`config.mk`:
```
export PLATFORM = sky130hd
export DESIGN_NAME = load_align_sequencer
export DESIGN_NICKNAME = d
export VERILOG_FILES = /design/src/rtl/load_align_sequencer.sv
export SDC_FILE = /design/constraint.sdc
export NUM_CORES = 1
export LEC_CHECK = 0
export CELL_PAD_IN_SITES_DETAIL_PLACEMENT = 1
export CELL_PAD_IN_SITES_GLOBAL_PLACEMENT = 1
export CORE_MARGIN = 5
export CORE_UTILIZATION = 44
export CTS_CLUSTER_SIZE = 25
export DETAILED_ROUTE_END_ITERATION = 12
export PLACE_DENSITY = 0.84
export REMOVE_ABC_BUFFERS = 1
export SLEW_MARGIN = 20
export SYNTH_ARGS = -nofsm -noshare
export SYNTH_HDL_FRONTEND = slang
export SYNTH_SLANG_ARGS = --single-unit
```
`constraint.sdc`:
```
create_clock -name clk -period 4.1 [get_ports clk]
set_input_delay 0.615 -clock clk [delete_from_list [all_inputs] [get_ports clk]]
set_output_delay 0.615 -clock clk [all_outputs]
set_load 0.05 [all_outputs]
```
`src/rtl/load_align_sequencer.sv`:
```
// Splits each memory-stage load into one or two aligned beat reads and realigns
// the result so the requested bytes start at lane 0 for the writeback truncator.
`ifndef XLEN
`define XLEN 32
`endif

package HighLevelControl;
    typedef enum logic [2:0] {
        BYTE,
        HALF_WORD,
        WORD,
        NO_TRUNC,
        BYTE_UNSIGNED,
        HALF_WORD_UNSIGNED,
        WORD_UNSIGNED
    } truncType;
endpackage

module load_align_sequencer
    import HighLevelControl::*;
#(
    parameter int unsigned XLEN  = `XLEN,
    parameter int unsigned BYTES = XLEN / 8
) (
    input  logic                       clk,
    input  logic                       reset_n,
    input  logic                       LoadValid,
    input  logic [XLEN-1:0]            LoadAddr,
    input  truncType                   LoadType,
    input  logic                       Flush,
    output logic                       MemReq,
    output logic [XLEN-1:0]            MemAddr,
    input  logic                       MemGrant,
    input  logic                       MemRespValid,
    input  logic [XLEN-1:0]            MemRespData,
    output logic                       Stall,
    output logic                       LoadDone,
    output logic [XLEN-1:0]            TruncData,
    output truncType                   TruncType,
    output logic [$clog2(BYTES)-1:0]   TruncSrc
);

    localparam int unsigned OW = $clog2(BYTES);
    localparam int unsigned SW = OW + 1;

    typedef enum logic [2:0] {IDLE, REQ0, WAIT0, REQ1, WAIT1, DONE, DRAIN} state_t;

    state_t          state, state_n;
    logic [XLEN-1:0] base_q;
    logic [OW-1:0]   off_q;
    logic            split_q;
    truncType        type_q;
    logic [XLEN-1:0] beat0_q;
    logic            mem_req_q;
    logic [XLEN-1:0] mem_addr_q;
    logic            load_done_q;
    logic [XLEN-1:0] trunc_data_q;

    logic            accept;
    logic [SW-1:0]   size_c;
    logic            split_c;
    logic [XLEN-1:0] base_c;
    logic [2*XLEN-1:0] pair_c;
    logic [XLEN-1:0] merged_c;

    assign accept = (state == IDLE) && LoadValid && !Flush;
    assign base_c = {LoadAddr[XLEN-1:OW], OW'(0)};

    // Access size and boundary-crossing test, one bit wider than the offset so the sum cannot overflow
    always_comb begin
        size_c = SW'(BYTES);
        case (LoadType)
            BYTE, BYTE_UNSIGNED:           size_c = SW'(1);
            HALF_WORD, HALF_WORD_UNSIGNED: size_c = SW'(2);
            WORD, WORD_UNSIGNED:           size_c = SW'(4);
            default:                       size_c = SW'(BYTES);
        endcase
        split_c = (SW'(LoadAddr[OW-1:0]) + size_c) > SW'(BYTES);
    end

    // Lane realignment of the beat(s) arriving this cycle; upper beat is zero unless split
    always_comb begin
        pair_c   = (state == WAIT1) ? {MemRespData, beat0_q} : {XLEN'(0), MemRespData};
        merged_c = XLEN'(pair_c >> {off_q, 3'b000});
    end

    always_ff @(posedge clk or negedge reset_n) begin
        if (!reset_n) state <= IDLE;
        else          state <= state_n;
    end

    always_comb begin
        state_n = state;
        case (state)
            IDLE:  if (LoadValid && !Flush) state_n = REQ0;
            REQ0: begin
                if (Flush)         state_n = MemGrant ? DRAIN : IDLE;
                else if (MemGrant) state_n = WAIT0;
            end
            WAIT0: begin
                if (MemRespValid)  state_n = Flush ? IDLE : (split_q ? REQ1 : DONE);
                else if (Flush)    state_n = DRAIN;
            end
            REQ1: begin
                if (Flush)         state_n = MemGrant ? DRAIN : IDLE;
                else if (MemGrant) state_n = WAIT1;
            end
            WAIT1: begin
                if (MemRespValid)  state_n = Flush ? IDLE : DONE;
                else if (Flush)    state_n = DRAIN;
            end
            DONE:  state_n = IDLE;
            DRAIN: if (MemRespValid) state_n = IDLE;
            default: state_n = IDLE;
        endcase
    end

    // Request capture, beat storage and registered outputs, all keyed off the next state
    always_ff @(posedge clk or negedge reset_n) begin
        if (!reset_n) begin
            base_q       <= '0;
            off_q        <= '0;
            split_q      <= 1'b0;
            type_q       <= NO_TRUNC;
            beat0_q      <= '0;
            mem_req_q    <= 1'b0;
            mem_addr_q   <= '0;
            load_done_q  <= 1'b0;
            trunc_data_q <= '0;
        end else begin
            if (accept) begin
                base_q     <= base_c;
                off_q      <= LoadAddr[OW-1:0];
                split_q    <= split_c;
                type_q     <= LoadType;
                mem_addr_q <= base_c;
            end else if (state == WAIT0 && state_n == REQ1) begin
                mem_addr_q <= base_q + XLEN'(BYTES);
            end
            if (state == WAIT0 && MemRespValid) beat0_q <= MemRespData;
            mem_req_q   <= (state_n == REQ0) || (state_n == REQ1);
            load_done_q <= (state_n == DONE);
            if (state_n == DONE) trunc_data_q <= merged_c;
        end
    end

    assign MemReq    = mem_req_q;
    assign MemAddr   = mem_addr_q;
    assign LoadDone  = load_done_q;
    assign TruncData = trunc_data_q;
    assign TruncType = type_q;
    assign TruncSrc  = '0;
    assign Stall     = !((state == IDLE) || (state == DONE)) || accept;

endmodule
```
* Word-level counts from Yosys, hierarchy flattened
Index checks and enable logic that the tools add are counted.
** Cells by class
- Muxes and demuxes :: 18
- Equal/unequal tests :: 12
- Shifts and indexed selects :: 1
- Magnitude comparators :: 1
- Add/sub/neg operators :: 2
- Reductions and logical operators :: 15
** Operator list (count)
- two-way mux 32 bit :: 2
- two-way mux 64 bit :: 1
- >> shifter 64 x 5 -> 32 bit :: 1
- two-way mux 3 bit :: 13
- adder 32 x 3 -> 32 bit (second input constant) :: 1
- == test 3 bit (second input constant) :: 6
- one-hot mux 3 bit (6 select lines) :: 1
- == test 3 x 1 -> 1 bit (second input constant) :: 3
- == test 3 x 2 -> 1 bit (second input constant) :: 3
- logical NOT 3 bit :: 2
- one-hot mux 3 bit (2 select lines) :: 1
- logical AND 1 bit :: 5
- OR reduction 2 bit :: 2
- adder 2 x 3 -> 3 bit :: 1
- greater-than comparator 3 bit (second input constant) :: 1
- logical OR 1 bit :: 3
- logical NOT 1 bit :: 2
- nonzero test 2 bit :: 1
** Storage, ports and cells
- Logic and storage cells :: 59
- Output and inout port bits :: 72
- Input bits :: 73
- Register bits after elaboration :: 137

* Depth between registers and ports, before layout
- Depth after elaboration :: 8
- Mapped depth :: 9
- Gate-level depth less buffers :: 7

* Worst setup path after synthesis
Ideal clock, no wire load.
- Path type :: input -> output
- From :: in Flush
- To :: out Stall
- Stages on the path :: 5
- Data required time :: 3.485 ns
- Buffers on the path :: 2
- Arrival :: 1.792 ns
- Slack :: 1.693 ns
- Cell sequence :: nor2_1 -> nand3_1 -> clkbuf_1 -> clkbuf_1 -> nand4_1
** On the way
- Longest elaborated chain between the ends :: 3
** RTL lines
- start, declared :: line 30 : input logic Flush,
- logical NOT 1 bit :: line 66 : assign accept = (state == IDLE) && LoadValid && !Flush;
- logical AND 1 bit :: line 66
- logical OR 1 bit :: line 153 : assign Stall = !((state == IDLE) || (state == DONE)) || accept;
- end, declared :: line 36 : output logic Stall,
No other way between the ends.

* Worst setup path in the final report
- From :: reg state[2]
- To :: reg trunc_data_q[5], in the netlist TruncData[5]
** On the way
- Longest elaborated chain between the ends :: 4
- Elaborated cells on any way between the ends :: 19
- Those cells by class :: 6 x eq/ne; 1 x shift; 11 x mux; 1 x reduce/logical
** RTL lines
- start, declared :: line 48 : state_t state, state_n;
- start signal, assigned :: line 89 : else state <= state_n;
- branches (longest 4 deep; another with two-way mux 64 bit)
- end signal, assigned :: line 143 : if (state_n == DONE) trunc_data_q <= merged_c;
- end, declared :: line 57 : logic [XLEN-1:0] trunc_data_q;
Several ways; the timed one is not identified.
A chain may end at the register's enable or synchronous reset.

==> results by group <==
Outcome
  • Status: finished clean

Yosys
  • Yosys top cell by area: dfrtp_1
  • Netlist cell types: between 50 and 60
  • Syn avg cell area: 10.9 um^2
  • EDFF count, synth: 0
  • Yosys top cell area share: between 40% and 50%
  • Mapped cell area: roughly 0.0074 mm^2
  • Synth warnings: 0
  • Seq/Total Area, Yosys: a little under half
  • Yosys reg bits: 135
  • Synth Instances: 685
  • Area contributors post-synth: dfrtp_1 45%, mux2_2 10%, mux2i_1 7.5%, mux4_2 5.4%, nand2_1 4.9%
  • FFs w/ async S/R, synth: 100%
  • Post-synth top flop: dfrtp_1

Worst setup path
  • RR Endpoint: TruncData[5]
  • Crit path DAT: between 2000 and 3000 ps
  • Reg2Reg Setup Slack: around 1500 ps
  • CP delay by family, top: multiplexers
  • Crit start category: flop
  • Critical path capture point type: flop
  • Top cell by count, worst path: mux2_2
  • Reg2Reg Depth: 5
  • Worst reg2reg startpoint: state[2]
  • Worst Path Class, Setup: flop to flop
  • Crit-path cells: nor3b_2 -> buf_4 -> mux4_2 -> mux2_2 -> mux2_2
  • CP Max Fanout: 35
  • WP buf/inv: 1
  • CP required: between 4000 and 5000 ps
  • Critical path's largest stage delay: ~600 ps
  • Crit-path slowest cell: dfrtp_1

STA
  • Fin crit period: between 2000 and 3000 ps
  • RSZ-0062 raised after global routing: no
  • Worst slew pin tran: around 950 ps
  • Final hold violations: 0
  • Hold slack final: 347 ps
  • Final setup vio count: 0
  • Worst slew margin: roughly 36%
  • Slew Limit Fails: 0
  • Max Freq: 384 MHz
  • Max Clock Skew: 6.99 ps
  • Fin crit share: 63.5%

Layout
  • Share of cells above drive strength 1: between 15 and 20%
  • Commonest cells after routing, fill and taps aside: 138 x clkdlybuf4s50_1, 131 x dfrtp_1, 97 x nand2_1
  • Finished Cell Area: ~0.0095 mm^2
  • Synth-to-layout area growth: 27.6%
  • Fillers: roughly 1,700
  • Fin util: a little under three fifths
  • Fin cells: about 1,000
  • Antenna fix cells: 0
  • Most common cell after layout, fill and taps aside: clkdlybuf4s50_1
  • Final #Nets: a little under 900

Clock network
  • TritonCTS Sinks: ~140
  • Clock transition at the registers of the reported paths: about 60 ps
  • Level count of the clock H-tree: 4
  • Clk buf depth: 2
  • Postcts setup bufs: 0
  • Post_cts resized: 0
  • Hold buffer count at CTS: 0
  • Root Buffer Master: clkbuf_16
  • CTS tree: built
  • TritonCTS buffer count: 17
  • Clock Latency Late Sink: approximately 430 ps

GRT
  • Largest net degree at the start of global routing: 118
  • Vias in the first global route: roughly 6,500
  • Total GRT Usage: between 20% and 30%
  • First-pass GRT wire length: approximately 34,000 um
  • Grt ovf: 0
  • Initial antenna violation count: 1

Power
  • Static Leak: 0.00405 uW
  • Maximum VDD drop: ~0.5 mV
  • Pwr/cell area: ~860 mW/mm^2
  • Final Power: ~8200 uW

Placed design
  • Port bufs: 140
  • Routability cong.: around 0.80
  • Dpl hpwl: between 10,000 and 15,000 um
  • Post-DP Area: between 0.008 and 0.009 mm^2
  • Dpl cells: 1,009

Die
  • Top Ports: between 100 and 150
  • Die Area: 0.0196 mm^2
  • Core area: approximately 0.017 mm^2
  • Die width: between 100 and 150 um
  • FP Rows: 47
  • Initial core utilization: about 45%
  • Die height: roughly 140 um

Route
  • DR DRC count: 0
  • Final ANT Viol Nets: 0
  • DR WL/cell: 20.2 um
  • Detailed-route via count: 5,802
  • Final wirelength: about 21,000 um
  • Initial DRC Count: about 250
  • Vias per inst: roughly 5.6
  • First-pass DRT Iterations: 4

Worst hold path
  • Min-Delay Path Class: input port to async pin

Job
  • Max-Cap Viols: 0
==> state kept, by name, indices dropped and copies added, names as in the netlist <==
register and flops:
TruncData 32, beat0_q 32, MemAddr 30, base_q 30, TruncType 3, state 3, off_q 2, LoadDone 1
MemReq 1, split_q 1
==> worst max-delay path by stage <==
stage	depth (start not counted)	startpoint	slack (ps)	end
2_1_floorplan	4	state[1]	-800	TruncData[12]
3_3_place_gp	7	LoadValid	1210	TruncData[5]
3_5_place_dp	7	LoadValid	1090	TruncData[7]
4_1_cts	5	state[2]	1500	TruncData[12]
5_1_grt	5	state[2]	1390	TruncData[12]
6_report	5	state[2]	1490	TruncData[5]
==> routing by layer <==
metal	global-route usage, %	up-vias	share of wire (%)
met3	4.67	31	4.9
met5	0	-	0.033
met1	27.0	2943	42
li1	-	2664	-
met4	6.53	2	1.5
met2	37.5	162	51
==> final cells by class <==
class | instances | area (um^2) | share of cell area (%)
Timing Repair Buffer | 151 | 1490 | 15.6
Tap cell | 220 | 275 | 2.90
Sequential cell | 135 | 3380 | 35.6
Clock buffer | 26 | 509 | 5.36
Clock inverter | 3 | 17.5 | 0.184
Inverter | 31 | 116 | 1.22
Multi-Input combinational cell | 472 | 3720 | 39.1
==> where the power goes <==
| part | switching, uW | leakage (uW) | internal [uW] |
|---|---|---|---|
| logic | 2390 | 0.00214 | 1710 |
| clock network | 554 | 0.000258 | 840 |
| registers | 687 | 0.00165 | 1990 |
==> cell families after synthesis <==
group	share of synthesized area, %
adders and majority gates	0.605
and+or+nand+nor	13.6
buffers and inverters	4.97
DFF	45.4
other	0.0503
AOI/OAI and AO/OA	8.20
xor gates and xnor gates	3.06
muxes	24.2
==> cell usage after synthesis, types with 9 or more instances <==
library cell  count
xnor2_1          22
nor2_1           17
clkbuf_1         20
nand2_1          97
mux2i_1          56
mux4_2           18
nor3_1            9
nand3_1          32
inv_1            31
dfrtp_1         133
buf_2            11
o21ai_0          62
mux2_2           66
==> per-stage QoR <==
stage               worst slack [ps]  TNS (ps)
global route                    1390         0
finish                          1490         0
CTS                             1500         0
global placement                1210         0
detailed placement              1090         0
floorplan                       -800    -13120
==> worst reg2reg max path, stage by stage, from the launching register on <==
cell,delay [ps]
dfrtp_1,590
nor3b_2,260
buf_4,480
mux4_2,630
mux2_2,280
mux2_2,260
(Power assumes the default switching activity.)
